File: config.mk
export PLATFORM = sky130hd
export DESIGN_NAME = vga_image_scanout
export DESIGN_NICKNAME = d
export VERILOG_FILES = /design/src/rtl/vga_pkg.sv /design/src/rtl/vga_timing_gen.sv /design/src/rtl/vga_image_scanout.sv
export SDC_FILE = /design/constraint.sdc
export NUM_CORES = 1
export LEC_CHECK = 0
export BUFFER_PORTS_ARGS = -buffer_cell sky130_fd_sc_hd__buf_2
export CORE_MARGIN = 2
export CORE_UTILIZATION = 64
export DETAILED_ROUTE_END_ITERATION = 10
export PLACE_DENSITY = 0.84
export REMOVE_ABC_BUFFERS = 1
export SLEW_MARGIN = 30
export SYNTH_ARGS = -nofsm -noshare
export SYNTH_HDL_FRONTEND = slang
export SYNTH_SLANG_ARGS = --single-unit
File: constraint.sdc
create_clock -name clk -period 11.8 [get_ports clk]
set_input_delay 2.36 -clock clk [delete_from_list [all_inputs] [get_ports clk]]
set_output_delay 2.36 -clock clk [all_outputs]
set_load 0.02 [all_outputs]
File: src/rtl/vga_pkg.sv
// VGA 640x480@60 timing constants, pixel type and the sync/window decode helpers
// shared by the timing generator and the image scanout.
package vga_pkg;

    localparam int H_VIS   = 640;
    localparam int H_FP    = 16;
    localparam int H_SYNC  = 96;
    localparam int H_BP    = 48;
    localparam int H_TOTAL = H_VIS + H_FP + H_SYNC + H_BP;

    localparam int V_VIS   = 480;
    localparam int V_FP    = 10;
    localparam int V_SYNC  = 2;
    localparam int V_BP    = 33;
    localparam int V_TOTAL = V_VIS + V_FP + V_SYNC + V_BP;

    localparam int CNT_W = 12;

    typedef logic [CNT_W-1:0] cnt_t;

    typedef struct packed {
        logic [7:0] r;
        logic [7:0] g;
        logic [7:0] b;
    } rgb_t;

    // Unsigned window test: lo <= pos < lo+len, written so lo+len cannot overflow.
    function automatic logic in_span(input cnt_t pos, input cnt_t lo, input cnt_t len);
        return (pos >= lo) && ((pos - lo) < len);
    endfunction

    function automatic logic sync_level(input cnt_t pos, input cnt_t start, input cnt_t len);
        return !in_span(pos, start, len);
    endfunction

endpackage

File: src/rtl/vga_timing_gen.sv
// Pixel-rate divider plus horizontal/vertical position counters. Exposes the
// position the counters move to on the next tick, with its sync/visible decode.
module vga_timing_gen
    import vga_pkg::*;
#(
    parameter int PIX_DIV  = 2,
    parameter int H_ACTIVE = vga_pkg::H_VIS,
    parameter int H_FRONT  = vga_pkg::H_FP,
    parameter int H_PULSE  = vga_pkg::H_SYNC,
    parameter int H_BACK   = vga_pkg::H_BP,
    parameter int V_ACTIVE = vga_pkg::V_VIS,
    parameter int V_FRONT  = vga_pkg::V_FP,
    parameter int V_PULSE  = vga_pkg::V_SYNC,
    parameter int V_BACK   = vga_pkg::V_BP
) (
    input  logic clk_i,
    input  logic rst_i,
    output logic tick_o,
    output logic wrap_o,
    output cnt_t v_o,
    output cnt_t h_nxt_o,
    output cnt_t v_nxt_o,
    output logic hs_nxt_o,
    output logic vs_nxt_o,
    output logic vis_nxt_o
);

    localparam int H_TOT = H_ACTIVE + H_FRONT + H_PULSE + H_BACK;
    localparam int V_TOT = V_ACTIVE + V_FRONT + V_PULSE + V_BACK;
    localparam int DIV_W = (PIX_DIV > 1) ? $clog2(PIX_DIV) : 1;

    logic [DIV_W-1:0] div_q, div_d;
    cnt_t             h_q, h_d;
    cnt_t             v_q, v_d;
    logic             tick;

    assign tick = (div_q == DIV_W'(PIX_DIV - 1));

    // h_d/v_d always hold the position the next tick will land on.
    always_comb begin
        div_d = tick ? '0 : div_q + 1'b1;
        h_d   = h_q + 1'b1;
        v_d   = v_q;
        if (h_q == cnt_t'(H_TOT - 1)) begin
            h_d = '0;
            v_d = (v_q == cnt_t'(V_TOT - 1)) ? '0 : v_q + 1'b1;
        end
    end

    always_ff @(posedge clk_i or posedge rst_i) begin
        if (rst_i) begin
            div_q <= '0;
            h_q   <= '0;
            v_q   <= '0;
        end else begin
            div_q <= div_d;
            if (tick) begin
                h_q <= h_d;
                v_q <= v_d;
            end
        end
    end

    assign tick_o    = tick;
    assign wrap_o    = tick && (h_d == '0) && (v_d == '0);
    assign v_o       = v_q;
    assign h_nxt_o   = h_d;
    assign v_nxt_o   = v_d;
    assign hs_nxt_o  = sync_level(h_d, cnt_t'(H_ACTIVE + H_FRONT), cnt_t'(H_PULSE));
    assign vs_nxt_o  = sync_level(v_d, cnt_t'(V_ACTIVE + V_FRONT), cnt_t'(V_PULSE));
    assign vis_nxt_o = (h_d < cnt_t'(H_ACTIVE)) && (v_d < cnt_t'(V_ACTIVE));

endmodule

File: src/rtl/vga_image_scanout.sv
// Scans a frame out of the image RAM onto VGA: per-frame enable latch, incremental
// address generator, one-pixel fetch pipeline and registered sync/RGB outputs.
module vga_image_scanout
    import vga_pkg::*;
#(
    parameter int          PIX_DIV   = 2,
    parameter int          RD_LAT    = 1,
    parameter int          IMG_W     = 160,
    parameter int          IMG_H     = 120,
    parameter int          X0        = 0,
    parameter int          Y0        = 0,
    parameter logic [31:0] BASE_ADDR = 32'd0,
    parameter int          GRAY      = 1,
    parameter int          H_ACTIVE  = vga_pkg::H_VIS,
    parameter int          H_FRONT   = vga_pkg::H_FP,
    parameter int          H_PULSE   = vga_pkg::H_SYNC,
    parameter int          H_BACK    = vga_pkg::H_BP,
    parameter int          V_ACTIVE  = vga_pkg::V_VIS,
    parameter int          V_FRONT   = vga_pkg::V_FP,
    parameter int          V_PULSE   = vga_pkg::V_SYNC,
    parameter int          V_BACK    = vga_pkg::V_BP
) (
    input  logic        clk,
    input  logic        reset,
    input  logic        enable,
    input  logic [31:0] rd_data,
    output logic [31:0] rd_addr,
    output logic        hsync,
    output logic        vsync,
    output logic [7:0]  red,
    output logic [7:0]  green,
    output logic [7:0]  blue,
    output logic        frame_start
);

    if (PIX_DIV < RD_LAT + 1) begin : g_bad_latency
        $error("vga_image_scanout: read data would arrive after the next pixel tick");
    end

    logic tick, wrap, hs_nxt, vs_nxt, vis_nxt;
    cnt_t v_cur, h_nxt, v_nxt;

    vga_timing_gen #(
        .PIX_DIV  (PIX_DIV),
        .H_ACTIVE (H_ACTIVE),
        .H_FRONT  (H_FRONT),
        .H_PULSE  (H_PULSE),
        .H_BACK   (H_BACK),
        .V_ACTIVE (V_ACTIVE),
        .V_FRONT  (V_FRONT),
        .V_PULSE  (V_PULSE),
        .V_BACK   (V_BACK)
    ) u_timing (
        .clk_i     (clk),
        .rst_i     (reset),
        .tick_o    (tick),
        .wrap_o    (wrap),
        .v_o       (v_cur),
        .h_nxt_o   (h_nxt),
        .v_nxt_o   (v_nxt),
        .hs_nxt_o  (hs_nxt),
        .vs_nxt_o  (vs_nxt),
        .vis_nxt_o (vis_nxt)
    );

    logic        active_q, active_d;
    logic [31:0] line_q, line_d;
    logic [31:0] pix_q, pix_d;
    logic [31:0] addr_q, addr_d;
    logic        hs_p_q, vs_p_q, show_p_q;
    logic        hsync_q, vsync_q, fs_q;
    rgb_t        rgb_q, pix_rgb;
    logic        img_nxt, row_img, fetch_ok;
    logic        unused_rd_hi;

    assign img_nxt  = in_span(h_nxt, cnt_t'(X0), cnt_t'(IMG_W))
                   && in_span(v_nxt, cnt_t'(Y0), cnt_t'(IMG_H));
    assign row_img  = in_span(v_cur, cnt_t'(Y0), cnt_t'(IMG_H));
    assign active_d = wrap ? enable : active_q;
    assign fetch_ok = active_d && img_nxt && vis_nxt;

    // line_q tracks the address of column X0 in the current row; pix_q walks along
    // the row and keeps counting through off-screen image columns so the next row
    // still starts from the right place.
    always_comb begin
        line_d = line_q;
        pix_d  = pix_q;
        addr_d = addr_q;
        if (tick) begin
            if (wrap) begin
                line_d = BASE_ADDR;
            end else if ((h_nxt == '0) && row_img) begin
                line_d = line_q + 32'(IMG_W);
            end
            if (img_nxt) begin
                pix_d = (h_nxt == cnt_t'(X0)) ? line_d : pix_q + 32'd1;
            end
            addr_d = fetch_ok ? pix_d : BASE_ADDR;
        end
    end

    always_comb begin
        if (GRAY != 0) begin
            pix_rgb = '{r: rd_data[7:0], g: rd_data[7:0], b: rd_data[7:0]};
        end else begin
            pix_rgb = '{r: rd_data[23:16], g: rd_data[15:8], b: rd_data[7:0]};
        end
    end

    assign unused_rd_hi = ^rd_data[31:24];

    always_ff @(posedge clk or posedge reset) begin
        if (reset) begin
            active_q <= 1'b0;
            line_q   <= BASE_ADDR;
            pix_q    <= BASE_ADDR;
            addr_q   <= BASE_ADDR;
            hs_p_q   <= 1'b1;
            vs_p_q   <= 1'b1;
            show_p_q <= 1'b0;
            hsync_q  <= 1'b1;
            vsync_q  <= 1'b1;
            rgb_q    <= '0;
            fs_q     <= 1'b0;
        end else begin
            active_q <= active_d;
            line_q   <= line_d;
            pix_q    <= pix_d;
            addr_q   <= addr_d;
            fs_q     <= wrap;
            if (tick) begin
                // Sync decode rides alongside the fetch so video and sync stay aligned.
                hsync_q  <= hs_p_q;
                vsync_q  <= vs_p_q;
                rgb_q    <= show_p_q ? pix_rgb : '0;
                hs_p_q   <= hs_nxt;
                vs_p_q   <= vs_nxt;
                show_p_q <= fetch_ok;
            end
        end
    end

    assign rd_addr     = addr_q;
    assign hsync       = hsync_q;
    assign vsync       = vsync_q;
    assign red         = rgb_q.r;
    assign green       = rgb_q.g;
    assign blue        = rgb_q.b;
    assign frame_start = fs_q;

endmodule

==> run_results.csv <==
group,metric,value,unit
status,outcome,"finished clean",
timing,report.final.slew_viol_count,0,
die,die_h,119,um
critical_path,cp_cell_sequence,"ha_1 -> nand4_1 -> or4_1 -> nor2_1 -> xor2_1 -> a211o_1 -> or3_1 -> nor2_1 -> nand2_2 -> o32ai_1",
job,maxCapViolations,0,
final_layout,area_growth,9.82,%
final_layout,fin_area,9350,sq um
critical_path,worstRegToRegCells,10,
logic_synthesis,syn_area,8510,sq um
global_routing,gr-total-overflow,0,
critical_path,regToRegStartpoint,"u_timing.h_q[0]",
clock_tree,ctsHoldBuffers,0,
timing,fmax,182,MHz
route,drtAntennaViolNets,0,
die,num_rows,42,
logic_synthesis,synth_top_cell_by_area,"dfrtp_1",
timing,hold_violations,0,
logic_synthesis,yosys_warnings,0,
critical_path,cp.arrival,5.84,ns
die,initial_utilization,64.8,%
logic_synthesis,synth_edf_count,0,
pwr,p_leak,3.98,nW
critical_path,crit_fanout,26,
pwr,power_density,108,nW/um^2
route,met3_wirelength,1980,um
critical_path,start_kind,"register",
critical_path,cp_num_buf_inv,0,
global_routing,antenna_found_initial,0,
timing,period_needed,5.51,ns
clock_tree,cts_num_sinks,136,
clock_tree,clock_latency,0.43,ns
route,highest_layer,"met4",
timing,rsz0062_at_grt,"no",
placed_design,port_buffers,69,
global_routing,grt_max_degree,90,
clock_tree,clockRootBuffer,"clkbuf_16",
clock_tree,tritoncts,"built",
timing,tightest_slew,0.977,ns
placed_design,preCtsSetupSlack,6.41,ns
critical_path,critical_path.top_delay_family,"simple AND/OR/NAND/NOR gates",
pwr,ir_drop,0.0000951,V
worst_hold_path,hold_path_end,"rd_addr[18]",
logic_synthesis,synthArstFlopShare,100,%
clock_tree,clk_pin_slew_worst_paths,0.06,ns
timing,fin_crit_sh,46.7,%
global_routing,grt_pass1_wl,37400,um
logic_synthesis,yosysTopAreaCellShare,38.8,%
route,first_iter_violations,958,
placed_design,post-dp-hpwl,14400,um
placed_design,place_area,8760,sq um
timing,post-route-worst-setup-slack,6.29,ns
final_layout,final_layout_size_suffix_gt1_share,14.2,%
global_routing,grt_pass1_vias,7424,
route,drt-total-wl,22200,um
worst_hold_path,min_from,"rd_addr[18]",
route,drc,0,
logic_synthesis,seq_area_frac_synth,40.1,%
route,viasPerCell,6.66,
final_layout,num_antenna_cells,0,
die,boundaryPins,94,
timing,relSlewSlack,34.4,%
critical_path,cp_common_cell,"nor2_1",
critical_path,slowest_stage,"or4_1",
final_layout,final_common_cell,"dfrtp_1",
critical_path,path_class,"reg -> reg",
logic_synthesis,ys_types,69,
clock_tree,post_cts_buffers,0,
logic_synthesis,synthCells,1014,
worst_hold_path,hp-class,"reg -> reg",
timing,setup_viol,0,
logic_synthesis,synth_ff_type,"dfrtp_1",
critical_path,cpPeakStageDelay,0.84,ns
route,drt_pass1_iterations,8,
clock_tree,cts_buffers,17,
logic_synthesis,yosys_register_bits,136,
clock_tree,h-tree-depth,4,
clock_tree,cts_resized,0,
final_layout,fillers,1001,
route,dr_total_vias,8076,
critical_path,cp.required,12.13,ns
timing,tns,0,ns
route,met1Wirelength,9120,um
global_routing,grt_usage,32.7,%
die,core,13100,sq um
final_layout,layout.nets,1068,
critical_path,worstSetupStartpoint,"u_timing.h_q[0]",
placed_design,gp_congestion,0.973,
timing,skew,0.00769,ns
final_layout,layout_common_cells,"131 x dfrtp_1, 106 x nand2_1, 85 x o21ai_0, 78 x nor2_1",
clock_tree,clockBufferDepth,2,
route,met2_wirelength,10600,um
critical_path,rr_endpoint,"rd_addr[26]",
die,die-area,14200,sq um
critical_path,cp-end-kind,"register",
route,wl_per_cell,18.3,um
die,die-width,119,um
logic_synthesis,syn_avg_cell_area,8.39,sq um
worst_hold_path,hold_depth,1,
critical_path,r2r_setup_slack,6.29,ns
logic_synthesis,synthTopCellsByArea,"dfrtp_1 39%, o21ai_0 5.0%, nand2_1 4.7%, a21oi_1 4.1%, nor2_1 3.5%",
report_power, final:
part           leakage, nW  internal, W  switching, W
clock                0.280     0.000318      0.000214
combinational         1.84   0.00000149    0.00000923
sequential            1.86     0.000467             0
total                 3.98     0.000786      0.000223
logic make-up after synthesis:
logic type      synth area share (%)
simple gates                    24.5
compound gates                  22.5
flops                           40.1
buf+inv                         5.65
xor+xnor                        4.73
mux                             1.31
fa+ha+maj                       1.32
registers in the layout, indices dropped and copies added (netlist names), 8 cells and up:
name          count
line_q           32
pix_q            32
rd_addr          32
red               8
u_timing.h_q     12
u_timing.v_o     12
how the worst max path moves through the flow:
stage,end,cells after the start
4_1_cts,rd_addr[26],10
5_1_grt,rd_addr[14],10
3_3_place_gp,rd_addr[26],10
2_1_floorplan,active_q,1
6_report,rd_addr[26],10
3_5_place_dp,rd_addr[26],10
per-layer routing:
| layer | vias to the layer above | track usage, % |
|---|---|---|
| met5 | - | 0 |
| li1 | 3735 | - |
| met3 | 55 | 6.90 |
| met4 | 0 | 11.9 |
| met2 | 453 | 53.0 |
| met1 | 3833 | 43.6 |
through the flow:
stage / cells / hold slack [ns] / power, W / util [%]
finish: 1213 / 0.478 / 0.00101 / 71.1
global route: 1213 / 0.494 / 0.00104 / 71.1
CTS: 1213 / 0.484 / 0.00101 / 71.1
detailed placement: 1181 / 0.468 / 0.000486 / 66.7
global placement: 1181 / 0.464 / 0.000486 / 66.6
floorplan: 925 / 0.455 / 0.000482 / -
layout make-up:
type	instances	area (sq um)	share of cell area, %
Multi-Input combinational cell	773	4630	49.6
Sequential cell	136	3410	36.5
Clock buffer	19	443	4.74
Timing Repair Buffer	80	428	4.58
Tap cell	176	220	2.36
Clock inverter	13	145	1.55
Inverter	16	65.1	0.696
cell usage after synthesis, types with 4 or more instances:
library cell / n
a21oi_1: 69
o2bb2ai_1: 29
or2_2: 6
nand2b_1: 6
o22ai_1: 6
xnor2_1: 32
o21ai_1: 10
nand2_1: 106
inv_1: 15
and4_1: 5
a31oi_1: 18
o21bai_1: 4
buf_2: 12
nor2_1: 79
a22o_1: 12
a21boi_0: 6
mux2_2: 9
o31ai_1: 20
nor3_1: 36
a211oi_1: 4
nand3_1: 46
nor4_1: 21
o21a_1: 4
a211o_1: 4
ha_1: 9
nor2b_1: 7
or4_1: 12
and2_1: 6
a21o_1: 4
or3_1: 14
o21ai_0: 85
buf_4: 17
o311ai_0: 4
and3_1: 22
xor2_1: 14
dfrtp_1: 132
o211ai_1: 6
nand4_1: 22
dfstp_2: 4
clkbuf_1: 56
worst register-to-register path, delay by kind of cell, from the launching register on:
| kind | cells | cell delay, ns |
|---|---|---|
| xor+xnor | 1 | 0.12 |
| simple gates | 6 | 3.73 |
| flops | 1 | 0.41 |
| compound gates | 2 | 0.88 |
| fa+ha+maj | 1 | 0.29 |
(Power assumes the default switching activity.)
